File: src/rtl/clusterv_tile_sram_initiator_if.sv
// clusterv_tile_sram_initiator_if: request/response channel plus byte-enable SRAM port.
// The master modport is the environment side: the tile master and the SRAM read-data return.
interface clusterv_tile_sram_initiator_if #(
    parameter int ADDR_WIDTH = 8,
    parameter int DATA_WIDTH = 32
);
    logic                    req_valid;
    logic                    req_ready;
    logic                    req_write;
    logic [ADDR_WIDTH-1:0]   req_addr;
    logic [DATA_WIDTH-1:0]   req_wdata;
    logic [DATA_WIDTH/8-1:0] req_strb;
    logic                    rsp_valid;
    logic                    rsp_ready;
    logic                    rsp_write;
    logic [DATA_WIDTH-1:0]   rsp_rdata;
    logic [ADDR_WIDTH-1:0]   i_addr;
    logic                    i_read_en;
    logic                    i_write_en;
    logic [DATA_WIDTH/8-1:0] i_byte_en;
    logic [DATA_WIDTH-1:0]   i_write_data;
    logic [DATA_WIDTH-1:0]   i_read_data;

    modport master (
        output req_valid, req_write, req_addr, req_wdata, req_strb, rsp_ready, i_read_data,
        input  req_ready, rsp_valid, rsp_write, rsp_rdata,
        input  i_addr, i_read_en, i_write_en, i_byte_en, i_write_data
    );

    modport slave (
        input  req_valid, req_write, req_addr, req_wdata, req_strb, rsp_ready, i_read_data,
        output req_ready, rsp_valid, rsp_write, rsp_rdata,
        output i_addr, i_read_en, i_write_en, i_byte_en, i_write_data
    );
endinterface

File: src/rtl/clusterv_tile_sram_initiator.sv
// clusterv_tile_sram_initiator: valid/ready request channel to byte-enable SRAM port,
// every access acknowledged in order through a RSP_DEPTH-entry response FIFO.
module clusterv_tile_sram_initiator #(
    parameter int ADDR_WIDTH = 8,
    parameter int DATA_WIDTH = 32,
    parameter int RSP_DEPTH  = 3
) (
    input logic clock,
    input logic reset,
    clusterv_tile_sram_initiator_if.slave bus_if
);
    localparam int SW = DATA_WIDTH / 8;
    localparam int PW = (RSP_DEPTH > 1) ? $clog2(RSP_DEPTH) : 1;
    localparam int CW = $clog2(RSP_DEPTH + 1);

    logic                  s1_valid_q, s1_valid_d;
    logic                  s1_write_q, s1_write_d;
    logic [CW-1:0]         count_q, count_d;
    logic [PW-1:0]         wr_ptr_q, wr_ptr_d;
    logic [PW-1:0]         rd_ptr_q, rd_ptr_d;
    logic                  fifo_write_q [RSP_DEPTH];
    logic [DATA_WIDTH-1:0] fifo_rdata_q [RSP_DEPTH];
    logic [CW:0]           outst;
    logic                  fire, push, pop;

    // Credit rule: the access in the SRAM stage already owns a FIFO slot, so no overflow
    assign outst            = (CW+1)'(count_q) + (CW+1)'(s1_valid_q);
    assign bus_if.req_ready = !reset && (outst < (CW+1)'(RSP_DEPTH));
    assign fire             = bus_if.req_valid && bus_if.req_ready;

    assign bus_if.i_read_en    = fire && !bus_if.req_write;
    assign bus_if.i_write_en   = fire && bus_if.req_write;
    assign bus_if.i_addr       = fire ? bus_if.req_addr : '0;
    assign bus_if.i_write_data = bus_if.i_write_en ? bus_if.req_wdata : '0;
    assign bus_if.i_byte_en    = !fire ? '0 : bus_if.req_write ? bus_if.req_strb : {SW{1'b1}};

    assign push = s1_valid_q;
    assign pop  = bus_if.rsp_valid && bus_if.rsp_ready;

    // Head is gated so stale entries never show once the FIFO is empty
    assign bus_if.rsp_valid = count_q != '0;
    assign bus_if.rsp_write = bus_if.rsp_valid && fifo_write_q[rd_ptr_q];
    assign bus_if.rsp_rdata = bus_if.rsp_valid ? fifo_rdata_q[rd_ptr_q] : '0;

    always_comb begin
        s1_valid_d = fire;
        s1_write_d = bus_if.req_write;
        count_d    = count_q + CW'(push) - CW'(pop);
        wr_ptr_d   = !push ? wr_ptr_q : (wr_ptr_q == PW'(RSP_DEPTH - 1)) ? '0 : wr_ptr_q + PW'(1);
        rd_ptr_d   = !pop ? rd_ptr_q : (rd_ptr_q == PW'(RSP_DEPTH - 1)) ? '0 : rd_ptr_q + PW'(1);
    end

    always_ff @(posedge clock) begin
        if (reset) begin
            s1_valid_q <= 1'b0;
            s1_write_q <= 1'b0;
            count_q    <= '0;
            wr_ptr_q   <= '0;
            rd_ptr_q   <= '0;
        end else begin
            s1_valid_q <= s1_valid_d;
            s1_write_q <= s1_write_d;
            count_q    <= count_d;
            wr_ptr_q   <= wr_ptr_d;
            rd_ptr_q   <= rd_ptr_d;
        end
    end

    // SRAM read data is valid exactly in the stage-1 cycle, so it is captured straight into the FIFO
    always_ff @(posedge clock) begin
        if (push) begin
            fifo_write_q[wr_ptr_q] <= s1_write_q;
            fifo_rdata_q[wr_ptr_q] <= s1_write_q ? '0 : bus_if.i_read_data;
        end
    end
endmodule
File: src/flat_wrapper.sv
// flat-port wrapper written by rule: the top's interface ports become plain ports
module clusterv_tile_sram_initiator_flat 
#(
    parameter int ADDR_WIDTH = 8,
    parameter int DATA_WIDTH = 32,
    parameter int RSP_DEPTH  = 3
)
  (clock, reset, bus_if_req_valid, bus_if_req_write, bus_if_req_addr, bus_if_req_wdata, bus_if_req_strb, bus_if_rsp_ready, bus_if_i_read_data, bus_if_req_ready, bus_if_rsp_valid, bus_if_rsp_write, bus_if_rsp_rdata, bus_if_i_addr, bus_if_i_read_en, bus_if_i_write_en, bus_if_i_byte_en, bus_if_i_write_data);
  clusterv_tile_sram_initiator_if #(.ADDR_WIDTH(ADDR_WIDTH), .DATA_WIDTH(DATA_WIDTH)) bus_if_i ();
  input logic clock;
  input logic reset;
  input wire logic [$bits(bus_if_i.req_valid)-1:0] bus_if_req_valid;
  input wire logic [$bits(bus_if_i.req_write)-1:0] bus_if_req_write;
  input wire logic [$bits(bus_if_i.req_addr)-1:0] bus_if_req_addr;
  input wire logic [$bits(bus_if_i.req_wdata)-1:0] bus_if_req_wdata;
  input wire logic [$bits(bus_if_i.req_strb)-1:0] bus_if_req_strb;
  input wire logic [$bits(bus_if_i.rsp_ready)-1:0] bus_if_rsp_ready;
  input wire logic [$bits(bus_if_i.i_read_data)-1:0] bus_if_i_read_data;
  output wire logic [$bits(bus_if_i.req_ready)-1:0] bus_if_req_ready;
  output wire logic [$bits(bus_if_i.rsp_valid)-1:0] bus_if_rsp_valid;
  output wire logic [$bits(bus_if_i.rsp_write)-1:0] bus_if_rsp_write;
  output wire logic [$bits(bus_if_i.rsp_rdata)-1:0] bus_if_rsp_rdata;
  output wire logic [$bits(bus_if_i.i_addr)-1:0] bus_if_i_addr;
  output wire logic [$bits(bus_if_i.i_read_en)-1:0] bus_if_i_read_en;
  output wire logic [$bits(bus_if_i.i_write_en)-1:0] bus_if_i_write_en;
  output wire logic [$bits(bus_if_i.i_byte_en)-1:0] bus_if_i_byte_en;
  output wire logic [$bits(bus_if_i.i_write_data)-1:0] bus_if_i_write_data;
  assign bus_if_i.req_valid = bus_if_req_valid;
  assign bus_if_i.req_write = bus_if_req_write;
  assign bus_if_i.req_addr = bus_if_req_addr;
  assign bus_if_i.req_wdata = bus_if_req_wdata;
  assign bus_if_i.req_strb = bus_if_req_strb;
  assign bus_if_i.rsp_ready = bus_if_rsp_ready;
  assign bus_if_i.i_read_data = bus_if_i_read_data;
  assign bus_if_req_ready = bus_if_i.req_ready;
  assign bus_if_rsp_valid = bus_if_i.rsp_valid;
  assign bus_if_rsp_write = bus_if_i.rsp_write;
  assign bus_if_rsp_rdata = bus_if_i.rsp_rdata;
  assign bus_if_i_addr = bus_if_i.i_addr;
  assign bus_if_i_read_en = bus_if_i.i_read_en;
  assign bus_if_i_write_en = bus_if_i.i_write_en;
  assign bus_if_i_byte_en = bus_if_i.i_byte_en;
  assign bus_if_i_write_data = bus_if_i.i_write_data;
  clusterv_tile_sram_initiator #(.ADDR_WIDTH(ADDR_WIDTH), .DATA_WIDTH(DATA_WIDTH), .RSP_DEPTH(RSP_DEPTH)) u_core (.clock(clock), .reset(reset), .bus_if(bus_if_i));
endmodule
File: config.mk
export PLATFORM = sky130hd
export DESIGN_NAME = clusterv_tile_sram_initiator_flat
export DESIGN_NICKNAME = d
export VERILOG_FILES = /design/src/rtl/clusterv_tile_sram_initiator_if.sv /design/src/rtl/clusterv_tile_sram_initiator.sv /design/src/flat_wrapper.sv
export SDC_FILE = /design/constraint.sdc
export NUM_CORES = 1
export LEC_CHECK = 0
export CAP_MARGIN = 20
export CORE_ASPECT_RATIO = 0.5
export CORE_MARGIN = 1
export CORE_UTILIZATION = 50
export CTS_BUF_LIST = sky130_fd_sc_hd__clkbuf_8
export CTS_CLUSTER_SIZE = 10
export DETAILED_ROUTE_END_ITERATION = 10
export GPL_TIMING_DRIVEN = 0
export HOLD_SLACK_MARGIN = 0.05
export PLACE_DENSITY = 0.85
export SLEW_MARGIN = 5
export SYNTH_ARGS = -nofsm -noshare
export SYNTH_HDL_FRONTEND = slang
export SYNTH_SLANG_ARGS = --single-unit
File: constraint.sdc
create_clock -name clock -period 10.55 [get_ports clock]
set_input_delay 1.055 -clock clock [delete_from_list [all_inputs] [get_ports clock]]
set_output_delay 1.055 -clock clock [all_outputs]
set_load 0.01 [all_outputs]
Word level (Yosys, flattened, before mapping)
Memory sizes are Yosys's and may differ from the RTL's. A register that Yosys moved wholly into a read port is not among the register bits.
Cells that the tools add are included.
- register bits after elaboration: 8
- bits in latches: 0
- memory bits (writable): 99
- ROM bits: 0
- input bits: 81
- output and inout port bits: 81
- logic and storage cells: 38
- memories: 2
- add/subtract/negate cells: 5
- multiply operators: 0
- divide/modulo/power cells: 0
- $lt $le $gt $ge: 1
- eq/ne operators: 2
- shift operators: 0
- multiplexer cells: 14
- bitwise operators: 0
- reductions and logical operators: 9
- memory list (name ; words ; width ; read ports ; clocked after memory_dff ; wr ports ; RTL line ; RTL):
    u_core.fifo_rdata_q ; 3 ; 32 ; 1 ; 1 ; 1 ; clusterv_tile_sram_initiator.sv:22 ; logic [DATA_WIDTH-1:0] fifo_rdata_q [RSP_DEPTH];
    u_core.fifo_write_q ; 3 ; 1 ; 1 ; 1 ; 1 ; clusterv_tile_sram_initiator.sv:21 ; logic fifo_write_q [RSP_DEPTH];
- operators by type and width (cell ; count):
    $mux 32 ; 3
    $mux 2 ; 6
    $mux 4 ; 2
    $mux 8 ; 1
    $logic_and 1x1->1 ; 6
    $add 2x1->2 const B ; 2
    $eq 2x2->1 const B ; 2
    $add 2x1->3 ; 1
    $lt 3x2->1 const B ; 1
    $add 2x1->2 ; 1
    $logic_not 1->1 ; 2
    $mux 1 ; 2
    $reduce_bool 2->1 ; 1
    $sub 2x1->2 ; 1

Depth between registers and ports, before layout
Gate-level depths: netlist of run 1.
- word-level depth: 6
- mapped depth: 6
- gate-level depth less buffers: 6

Least setup slack after synthesis of run 1
Ideal clock, no wire load.
- path type: reg2reg
- start: register u_core.s1_valid_q, in the netlist u_core.push
- end: memory u_core.fifo_rdata_q[0][0], enable pin
- library setup time: 0.474 ns
- data arrival time: 2.941 ns
- required time: 10.076 ns
- setup slack: 7.136 ns
- cell stages (with the launch flop): 2
- buffers on the path: 0
- period minus slack after synthesis: 3.414 ns
- path through: dfxtp_1 -> nor3b_1
- cells in the longest elaborated chain, start to end: 2
- ends and longest elaborated chain (element ; RTL line ; RTL):
    from (decl) ; clusterv_tile_sram_initiator.sv:16 ; logic s1_valid_q, s1_valid_d;
    from (signal assigned) ; clusterv_tile_sram_initiator.sv:61 ; s1_valid_q <= s1_valid_d;
    $mux 1 ; clusterv_tile_sram_initiator.sv:71 ; if (push) begin
    $mux 1 ; clusterv_tile_sram_initiator.sv:73 ; fifo_rdata_q[wr_ptr_q] <= s1_write_q ? '0 : bus_if.i_read_data;
    to (decl) ; clusterv_tile_sram_initiator.sv:22 ;
No other way between the ends.

Worst setup path in the final report of run 1
- start: input bus_if_req_valid
- end: output bus_if_i_byte_en[0]
- cells in the longest elaborated chain, start to end: 2
- ends and longest elaborated chain (element ; RTL line ; RTL):
    from (decl) ; flat_wrapper.sv:12 ; input wire logic [$bits(bus_if_i.req_valid)-1:0] bus_if_req_valid;
    $logic_and 1x1->1 ; clusterv_tile_sram_initiator.sv:29 ; assign fire = bus_if.req_valid && bus_if.req_ready;
    $mux 4 ; clusterv_tile_sram_initiator.sv:35 ; assign bus_if.i_byte_en = !fire ? '0 : bus_if.req_write ? bus_if.req_strb : {SW{1'b1}};
    to (decl) ; flat_wrapper.sv:26 ; output wire logic [$bits(bus_if_i.i_byte_en)-1:0] bus_if_i_byte_en;
No other way between the ends.

==> results of run 1 <==
[registers in the layout, indices dropped and copies added, names as in the netlist, named ones only]
name	count
u_core.s1_write_q	1
u_core.count_q	2
u_core.rd_ptr_q	2
u_core.wr_ptr_q	2
u_core.push	1
u_core.fifo_rdata_q	96
u_core.fifo_write_q	3
[kinds of logic after synthesis]
family          share of synthesized area, %
compound gates                          6.98
xor+xnor                               0.435
fa+ha+maj                              0.966
buf+inv                                 4.32
flops                                   61.2
mux                                     7.58
simple gates                            18.5
[where the power goes]
part	switching, mW	internal, mW
registers	0.0102	0.498
logic	0.210	0.252
clock network	0.146	0.0893
[through the flow]
stage,setup WS (ns),power [mW]
floorplan,7.14,0.759
detailed placement,6.55,0.982
global route,6.45,1.26
global placement,5.49,0.972
finish,6.57,1.21
CTS,6.53,1.21
[per-layer routing]
metal / routed length [um] / share of wire (%) / GRT usage (%)
met1: 4980 / 39 / 28.3
met2: 6730 / 52 / 45.9
met3: 905 / 7.0 / 6.87
met4: 231 / 1.8 / 7.60
met5: 0 / 0 / 0
[cell usage after synthesis, drive strengths merged (4+ instances only)]
library cell	count	share of area (%)
edfxtp	99	57
nor3	47	6.3
nor2b	39	4.7
nand2b	35	4.2
mux2	34	7.4
nand2	33	2.4
o211a	33	6.4
buf	20	2.4
inv	14	1.0
clkbuf	13	0.94
dfxtp	10	3.9
ha	4	0.97
nor2	4	0.29
[worst min-delay path: stages, from the launching register on]
cell	delay (ns)
sky130_fd_sc_hd__dfxtp_1	0.37
sky130_fd_sc_hd__nand2b_1	0.09
sky130_fd_sc_hd__a21oi_1	0.06
[area by class of cell]
| cell class | count | area [um^2] | share of cell area (%) |
|---|---|---|---|
| inverter | 14 | 52.6 | 0.731 |
| clock buffer | 9 | 124 | 1.72 |
| clock inverter | 7 | 60.1 | 0.836 |
| timing repair buffer | 163 | 1640 | 22.8 |
| multi-input combinational | 239 | 1800 | 25.0 |
| sequential | 109 | 3170 | 44.2 |
| buffer | 33 | 171 | 2.39 |
| tap | 135 | 169 | 2.35 |
[cell usage in the layout (no fill, tap or decap)]
cell type	n
sky130_fd_sc_hd__clkdlybuf4s50_1	159
sky130_fd_sc_hd__edfxtp_1	99
sky130_fd_sc_hd__nor2b_1	39
sky130_fd_sc_hd__nand2b_1	35
sky130_fd_sc_hd__mux2_2	34
sky130_fd_sc_hd__nand2_1	33
sky130_fd_sc_hd__o211a_1	33
sky130_fd_sc_hd__nor3_1	29
sky130_fd_sc_hd__nor3_2	18
sky130_fd_sc_hd__inv_1	14
sky130_fd_sc_hd__clkbuf_1	13
sky130_fd_sc_hd__buf_2	11
sky130_fd_sc_hd__dfxtp_1	10
sky130_fd_sc_hd__clkbuf_8	9
sky130_fd_sc_hd__buf_4	7
sky130_fd_sc_hd__ha_1	4
sky130_fd_sc_hd__buf_6	3
sky130_fd_sc_hd__nor2_1	3
sky130_fd_sc_hd__buf_1	2
sky130_fd_sc_hd__inv_6	2
sky130_fd_sc_hd__clkinv_4	2
sky130_fd_sc_hd__o21a_1	1
sky130_fd_sc_hd__a211o_1	1
sky130_fd_sc_hd__or2_2	1
sky130_fd_sc_hd__nand3b_1	1
sky130_fd_sc_hd__inv_2	1
sky130_fd_sc_hd__nor3b_2	1
sky130_fd_sc_hd__nor2_4	1
sky130_fd_sc_hd__o21ba_2	1
sky130_fd_sc_hd__or3b_2	1
sky130_fd_sc_hd__mux2i_1	1
sky130_fd_sc_hd__a21oi_1	1
sky130_fd_sc_hd__xnor3_1	1
sky130_fd_sc_hd__clkinv_8	1
sky130_fd_sc_hd__clkinv_2	1
sky130_fd_sc_hd__buf_12	1
[worst max path at each step]
stage	from	end	slack, ns	depth (start not counted)
floorplan	u_core.push	u_core.fifo_rdata_q[0][0]	7.14	1
global placement	u_core.push	u_core.wr_ptr_q[0]	5.49	2
detailed placement	bus_if_req_valid	bus_if_i_byte_en[1]	6.55	6
CTS	bus_if_req_valid	bus_if_i_byte_en[0]	6.53	6
global route	bus_if_req_valid	bus_if_i_byte_en[1]	6.45	6
finish	bus_if_req_valid	bus_if_i_byte_en[0]	6.57	6
==> reports/results.txt, run 1 <==
status = finished, final reports clean
area enclosed by the die boundary = 0.0108 mm^2
nets in the synthesized netlist = 480
highest fanout seen on the critical path = 10
half-perimeter wire length after detailed placement = 9.03 mm
standard cell core area = 0.00976 mm^2
Final nets = 654
Slowest cell on crit path = sky130_fd_sc_hd__clkdlybuf4s50_1
final clock period utilization by the worst path = 37.8%
most frequently used flop master after synthesis = sky130_fd_sc_hd__edfxtp_1
first-pass GRT wire length = 19.9 mm
type of the worst setup path = primary input to output pin
fraction of synthesis flops using an asynchronous set or reset pin = 0%
post-route standard cell area excluding fillers = 0.00718 mm^2
DIE HEIGHT = 74.0 um
Unique masters post-synth = 27
number of endpoints with negative hold slack in the final report = 0
placed cell area = 0.00700 mm^2
sort of element at the start of the critical path = primary input
warnings from Yosys = 0
peak supply drop = 0.0000800 V
initial antenna violation count = 0
Via-to-Cell Ratio = 5.20
number of slew-limit violations in the final report = 0
relative slew slack = 46.8%
cell-by-cell listing of the critical path = clkdlybuf4s50_1, inv_1, buf_2, buf_1, nor3_1, clkdlybuf4s50_1
PostCTS Resize Cnt = 0
worst hold slack across all endpoints = 0.551 ns
worst-case reg-to-reg path depth = 6
skew final = 0.0114 ns
summed instance area of the synthesized netlist = 0.00518 mm^2
buffering stage count on the worst path with inverters included = 5
total number of vias = 3684
Critical R2R Launch = u_core.push
required time of the critical path = 9.50 ns
critical path's largest stage delay = 0.60 ns
average detailed-routed wire length per instance = 18.1 um
Final GP Congestion = 0.811
reported leakage power = 2.79 nW
number of setup buffers added after CTS = 0
worst setup slack for register-to-register paths = 8.82 ns
input/output buffers = 159
H-tree depth = 3
area growth from synthesis to layout = 38.7%
boundary pin count = 162
most frequent cell on the critical path = sky130_fd_sc_hd__clkdlybuf4s50_1
num rows = 25
unrepaired setup endpoints after global routing = false
clock buffer count from CTS = 9
routed wire length = 12.8 mm
length of the first detailed-routing pass in iterations = 5
Max Clk Rate = 251 MHz
worst hold path type = flop to flop
end of the worst register-to-register path = u_core.push
average instance area after synthesis = 13.1 um^2
share of post-route cells with drive strength above 1 = 16.6%
CP delay by family, top = buffers and inverters
via count of the first global-routing pass = 3795
number of max-cap violations = 0
CTS clk-pin slew, worst paths = 0.10 ns
FILL cells = 688
EDFF count, synth = 99
Mapped Cells = 395
Critical Path End Type = output pin
number of nets with antenna violations after routing = 0
TritonCTS clock tree = done
die width = 146 um
TritonCTS Sinks = 109
fin util = 73.6%
CTS root buf = sky130_fd_sc_hd__clkbuf_8
deepest clock path buffer count = 2
residual DRC count = 0
total congestion overflow after global routing = 0
power density normalized to cell area = 168 mW/mm^2
final antenna diode count = 0
total global-route track usage = 24.6%
summed negative setup slack over all endpoints = 0 ns
launch point of the worst hold path = u_core.wr_ptr_q[1]
Tightest Pin Transition = 0.798 ns
Initial Util = 53.1%
hold buffer count at cts = 0
Min Clock Period, post-route = 3.98 ns
count of endpoints failing setup in the final report = 0
Skew-Pair Late Insertion Delay = 0.37 ns
final standard cell count with taps included and fillers excluded = 709
pin count of the biggest net entering global routing = 34
Worst Hold Path EP = u_core.wr_ptr_q[1]
data arrival time of the critical path = 2.93 ns
Cells on Worst Hold Path = 2
FF+latch count, synth = 109
cell total after placement = 693
Seq/Total Area, Yosys = 61.2%
Iter 0 DRT Violations = 146
Power figures use the tool's default switching activity.
==> run 2, diff against run 1 <==
Settings changed: CORE_UTILIZATION 50 to 44, PLACE_DENSITY 0.85 to 0.79.
Clock period 10.55 ns to 3.6 ns, I/O delays scaled along.
==> run 2 against run 1 <==
Count of clock-buffer cells in the layout stayed put. Cell count rose by 3.4%. Core utilization is 9.1 points lower. Critical path depth unchanged. Largest cell class unchanged. Sequential share of layout area fell by 0.34 points. Critical endpoint is now bus_if_i_write_data[23]. Clock skew is 0.0043 ns higher. Wire length down 4.7%. Worst hold slack got worse by 0.27 ns. Global-route usage shrank 3.6 points. Power rose to 3.0 times the previous value. Flip-flop and latch count did not move.
==> reports/results.txt, run 2 (same netlist as run 1, synthesis figures left out) <==
status = finished, final reports clean
TritonCTS clock tree = done
total congestion overflow after global routing = 0 (unchanged)
critical path's largest stage delay = 0.63 ns (+0.03 ns)
area growth from synthesis to layout = 39.7%
CTS clk-pin slew, worst paths = 0.09 ns (about the same)
half-perimeter wire length after detailed placement = 8.74 mm (-3.2%)
power density normalized to cell area = 492 mW/mm^2 (+190%)
worst hold path type = primary input to flop
Min Clock Period, post-route = 3.01 ns
final clock period utilization by the worst path = 83.6%
peak supply drop = 0.000301 V (+280%)
Tightest Pin Transition = 0.818 ns (+0.0202 ns)
skew final = 0.0157 ns (+0.00429 ns)
residual DRC count = 0 (unchanged)
cell-by-cell listing of the critical path = ha_1, ha_1, a211o_1, buf_6, nor3_1, clkdlybuf4s50_1
worst hold slack across all endpoints = 0.283 ns (-0.268 ns)
reported leakage power = 2.80 nW (+0.37%)
number of flip-flops in the largest register = 96 (unchanged)
final standard cell count with taps included and fillers excluded = 733 (+3.4%)
required time of the critical path = 3.24 ns (-6.26 ns)
die width = 155 um (+6.5%)
Final nets = 654 (unchanged)
final antenna diode count = 0 (unchanged)
hold buffer count at cts = 0 (unchanged)
number of slew-limit violations in the final report = 0 (unchanged)
Slowest cell on crit path = sky130_fd_sc_hd__clkdlybuf4s50_1
register ranked first by flip-flop count = u_core.fifo_rdata_q
deepest clock path buffer count = 2 (unchanged)
most frequent cell on the critical path = sky130_fd_sc_hd__ha_1
via count of the first global-routing pass = 3797 (+0.053%)
standard cell core area = 0.0112 mm^2 (+15%)
Iter 0 DRT Violations = 144 (-1.4%)
number of endpoints with negative hold slack in the final report = 0 (unchanged)
buffering stage count on the worst path with inverters included = 2 (-3)
initial antenna violation count = 0 (unchanged)
placed cell area = 0.00704 mm^2 (+0.59%)
total global-route track usage = 21.0% (-3.6 points)
summed negative setup slack over all endpoints = 0 ns (unchanged)
boundary pin count = 162 (unchanged)
most common library cell in the layout ignoring fill and taps = sky130_fd_sc_hd__clkdlybuf4s50_1
FILL cells = 865 (+26%)
pin count of the biggest net entering global routing = 34 (unchanged)
CTS root buf = sky130_fd_sc_hd__clkbuf_8
Critical Path End Type = output pin
number of setup buffers added after CTS = 0 (unchanged)
post-placement setup slack = 0.959 ns (-5.59 ns)
crit path to = bus_if_i_write_data[23]
DIE HEIGHT = 78.7 um (+6.4%)
stages on the worst setup path = 6 (unchanged)
worst setup slack for register-to-register paths = 1.63 ns (-7.19 ns)
fin util = 64.5% (-9.1 points)
num rows = 27 (+8.0%)
CP delay by family, top = buffers and inverters
length of the first detailed-routing pass in iterations = 5 (unchanged)
Initial Util = 46.2% (-6.9 points)
Power Total = 3.56 mW (+200%)
clock buffer count from CTS = 9 (unchanged)
Critical R2R Launch = u_core.push
Final GP Congestion = 0.757 (-6.6%)
Max Clk Rate = 332 MHz
number of nets with antenna violations after routing = 0 (unchanged)
share of post-route cells with drive strength above 1 = 16.4% (-0.17 points)
type of the worst setup path = flop to output pin
relative slew slack = 45.2% (-1.6 points)
top flop regs = u_core.fifo_rdata_q x96, u_core.fifo_write_q x3
TritonCTS Sinks = 109 (unchanged)
count of endpoints failing setup in the final report = 0 (unchanged)
sort of element at the start of the critical path = flop
post-route standard cell area excluding fillers = 0.00724 mm^2 (+0.77%)
origin of the worst setup path = u_core.push
setup ws final = 0.589 ns (-5.98 ns)
data arrival time of the critical path = 2.65 ns (-0.28 ns)
total number of vias = 3618 (-1.8%)
first-pass GRT wire length = 19.2 mm (-3.2%)
highest fanout seen on the critical path = 10 (unchanged)
commonest cells after routing, fill and taps aside = sky130_fd_sc_hd__clkdlybuf4s50_1 (159), sky130_fd_sc_hd__edfxtp_1 (99), sky130_fd_sc_hd__nor2b_1 (39)
number of max-cap violations = 0 (unchanged)
H-tree depth = 3 (unchanged)
Via-to-Cell Ratio = 4.94 (-5.0%)
end of the worst register-to-register path = u_core.fifo_rdata_q[0][2]
PostCTS Resize Cnt = 0 (unchanged)
Skew-Pair Late Insertion Delay = 0.37 ns (about the same)
average detailed-routed wire length per instance = 16.7 um (-7.8%)
unrepaired setup endpoints after global routing = false
area enclosed by the die boundary = 0.0122 mm^2 (+13%)
routed wire length = 12.2 mm (-4.7%)
worst-case reg-to-reg path depth = 3 (-3)
input/output buffers = 159 (unchanged)
cell total after placement = 717 (+3.5%)
-- run 2: power by group --
part	switching [mW]	internal (mW)	total (mW)
clock	0.395	0.325	0.720
combinational	0.611	0.739	1.35
sequential	0.0286	1.46	1.49
-- run 2: worst min path at each step --
stage                                  start                 end  slack [ns]  cells after the start
after global routing                   reset   u_core.count_q[0]        0.27                      2
after global placement    u_core.wr_ptr_q[1]  u_core.wr_ptr_q[1]        0.48                      2
after floorplan           u_core.wr_ptr_q[1]  u_core.wr_ptr_q[1]        0.47                      2
final                                  reset   u_core.count_q[1]        0.28                      2
after CTS                              reset   u_core.count_q[0]        0.27                      2
after detailed placement  u_core.wr_ptr_q[1]  u_core.wr_ptr_q[1]        0.52                      2
-- run 2: cell type report --
cell class	count	area, um^2	share of cell area, %
sequential	109	3170	43.8
multi-input combinational	239	1800	24.8
timing repair buffer	163	1650	22.8
tap	159	199	2.75
buffer	33	171	2.37
clock buffer	9	124	1.71
clock inverter	7	73.8	1.02
inverter	14	52.6	0.726
-- run 2: routing by layer --
metal	share of wire, %	GRT usage (%)	vias up
met1	40	23.5	1715
met4	2.0	6.37	0
met5	0	0	-
li1	-	-	1758
met3	8.4	6.82	15
met2	50	38.3	130
==> run 3, diff against run 2 <==
Clock period 3.6 ns to 2.7 ns, I/O delays scaled along.
==> run 3 against run 2 <==
Die area unchanged. Sequential power grew 34%. Combinational power is 32% higher. Sequential share of layout area increased by 0.43 points. Worst hold slack got worse by 0.12 ns. Critical path depth increased by 1. Largest power group unchanged. Flip-flop and latch count unchanged. Clock skew decreased by 0.0051 ns. Core utilization shrank 0.60 points. Cell count is 0.14% lower. Critical endpoint is now bus_if_i_write_data[21]. Clock power rose by 22%.
==> reports/results.txt, run 3 (same netlist as run 1, synthesis figures left out) <==
half-perimeter wire length after detailed placement = 8.77 mm (+0.26%)
routed wire length = 12.2 mm (-0.68%)
number of max-cap violations = 0 (unchanged)
count of endpoints failing setup in the final report = 0 (unchanged)
relative slew slack = 48.4% (+3.2 points)
part of the power in registers = 42.8% (+1.0 points)
number of setup buffers added after CTS = 0 (unchanged)
Tightest Pin Transition = 0.773 ns (-0.0450 ns)
combinational fraction of design power = 38.3% (+0.4 points)
total congestion overflow after global routing = 0 (unchanged)
pin count of the biggest net entering global routing = 34 (unchanged)
type of the worst setup path = flop to output pin
number of slew-limit violations in the final report = 0 (unchanged)
register ranked first by flip-flop count = u_core.fifo_rdata_q
reported leakage power = 2.98 nW (+6.5%)
data arrival time of the critical path = 2.31 ns (-0.34 ns)
sw power = 1.39 mW (+35%)
Initial Util = 46.2% (unchanged)
input/output buffers = 159 (unchanged)
residual DRC count = 0 (unchanged)
final antenna diode count = 0 (unchanged)
Skew-Pair Late Insertion Delay = 0.37 ns (about the same)
hold buffer count at cts = 0 (unchanged)
number of nets with antenna violations after routing = 0 (unchanged)
CTS clk-pin slew, worst paths = 0.10 ns (about the same)
status = finished, final reports clean
area enclosed by the die boundary = 0.0122 mm^2 (unchanged)
boundary pin count = 162 (unchanged)
most common library cell in the layout ignoring fill and taps = sky130_fd_sc_hd__clkdlybuf4s50_1
TritonCTS clock tree = done
number of endpoints with negative hold slack in the final report = 0 (unchanged)
placed cell area = 0.00704 mm^2 (about the same)
worst hold slack across all endpoints = 0.167 ns (-0.116 ns)
unrepaired setup endpoints after global routing = false
Via-to-Cell Ratio = 4.91 (-0.50%)
die width = 155 um (unchanged)
final clock period utilization by the worst path = 95.6%
TritonCTS Sinks = 109 (unchanged)
total global-route track usage = 20.4% (-0.53 points)
initial antenna violation count = 0 (unchanged)
P_int = 3.25 mW (+29%)
Max Clk Rate = 387 MHz
required time of the critical path = 2.43 ns (-0.81 ns)
highest fanout seen on the critical path = 10 (unchanged)
Critical Path End Type = output pin
area growth from synthesis to layout = 38.4%
clock power share = 18.9% (-1.3 points)
standard cell core area = 0.0112 mm^2 (unchanged)
Iter 0 DRT Violations = 179 (+24%)
clock buffer count from CTS = 9 (unchanged)
post-route standard cell area excluding fillers = 0.00717 mm^2 (-0.93%)
total number of vias = 3595 (-0.64%)
first-pass GRT wire length = 18.8 mm (-2.2%)
share of post-route cells with drive strength above 1 = 18.2% (+1.8 points)
Sw Ratio = 30.0% (+0.95 points)
Min Clock Period, post-route = 2.58 ns
Final GP Congestion = 0.805 (+6.4%)
worst hold path type = primary input to flop
skew final = 0.0106 ns (-0.00510 ns)
average detailed-routed wire length per instance = 16.6 um (-0.54%)
length of the first detailed-routing pass in iterations = 4 (-1)
peak supply drop = 0.000281 V (-6.5%)
Final nets = 653 (-0.15%)
power density normalized to cell area = 648 mW/mm^2 (+32%)
deepest clock path buffer count = 2 (unchanged)
top flop regs = u_core.fifo_rdata_q x96, u_core.fifo_write_q x3
via count of the first global-routing pass = 3749 (-1.3%)
CTS root buf = sky130_fd_sc_hd__clkbuf_8
num rows = 27 (unchanged)
commonest cells after routing, fill and taps aside = sky130_fd_sc_hd__clkdlybuf4s50_1 (112), sky130_fd_sc_hd__edfxtp_1 (99), sky130_fd_sc_hd__dlygate4sd2_1 (43)
H-tree depth = 3 (unchanged)
number of flip-flops in the largest register = 96 (unchanged)
DIE HEIGHT = 78.7 um (unchanged)
Power Total = 4.65 mW (+30%)
summed negative setup slack over all endpoints = 0 ns (unchanged)
sort of element at the start of the critical path = flop
run 3: cell types whose count changed in the layout (fill, tap and decap cells not counted), sizes merged:
cell | previous run | this run
clkinv | 1 | 5
clkinvlp | 1 | 0
dlygate4sd2 | 0 | 43
buf | 24 | 23
clkdlybuf4s15 | 0 | 1
clkbuf | 22 | 25
clkdlybuf4s50 | 159 | 112
bufinv | 1 | 0
inv | 18 | 16
run 3: what timing repair did:
action | CTS | global route
resized for setup | 53 | 10
endpoints found under the setup margin | 67 | 35
pin swaps | 0 | 0
run 3: critical path, stage by stage, from the launching register on:
cell,delay (ns)
sky130_fd_sc_hd__dfxtp_2,0.37
sky130_fd_sc_hd__ha_1,0.20
sky130_fd_sc_hd__ha_1,0.26
sky130_fd_sc_hd__a211o_1,0.32
sky130_fd_sc_hd__buf_6,0.17
sky130_fd_sc_hd__buf_6,0.15
sky130_fd_sc_hd__nor3_2,0.15
sky130_fd_sc_hd__dlygate4sd2_1,0.31
run 3: path summary, 6_finish.rpt:
kind / startpoint / endpoint / slack [ns] / cells after the start
worst max-delay path: u_core.push / bus_if_i_write_data[21] / 0.12 / 7
worst min-delay path: reset / u_core.count_q[1] / 0.17 / 2
worst max register to register: u_core.push / u_core.push / 1.04 / 6
worst min register to register: u_core.rd_ptr_q[1] / flop / 0.53 / 2
run 3: cell type report:
| cell class | count | area, um^2 |
|---|---|---|
| fill | 904 | 4040 |
| sequential | 109 | 3170 |
| multi-input combinational | 239 | 1820 |
| timing repair buffer | 162 | 1570 |
| tap | 159 | 199 |
| buffer | 33 | 175 |
| clock buffer | 9 | 124 |
| inverter | 14 | 52.6 |
| clock inverter | 7 | 51.3 |
run 3: per-layer routing:
layer / track usage [%] / share of wire (%)
met5: 0 / 0
met2: 37.0 / 52
met4: 6.27 / 2.1
met1: 23.0 / 39
met3: 6.82 / 7.2
run 3: power by group through the flow:
| stage | clock network, mW | logic (mW) | registers, mW |
|---|---|---|---|
| 4_1_cts | 0.883 | 1.80 | 1.99 |
| 5_1_grt | 0.943 | 1.91 | 2.00 |
| 2_1_floorplan | 0 | 0.950 | 2.01 |
| 6_report | 0.876 | 1.78 | 1.99 |
| 3_5_place_dp | 0 | 1.81 | 2.03 |
| 3_3_place_gp | 0 | 1.79 | 2.02 |
run 3: per-stage QoR:
stage                     setup WS (ns)  cells  util [%]
after floorplan                   0.420    395         -
after global placement           -0.564    713      62.2
after detailed placement          0.122    716      62.8
after CTS                        0.0123    732      64.0
after global routing            0.00234    732      63.9
final                             0.119    732      63.9
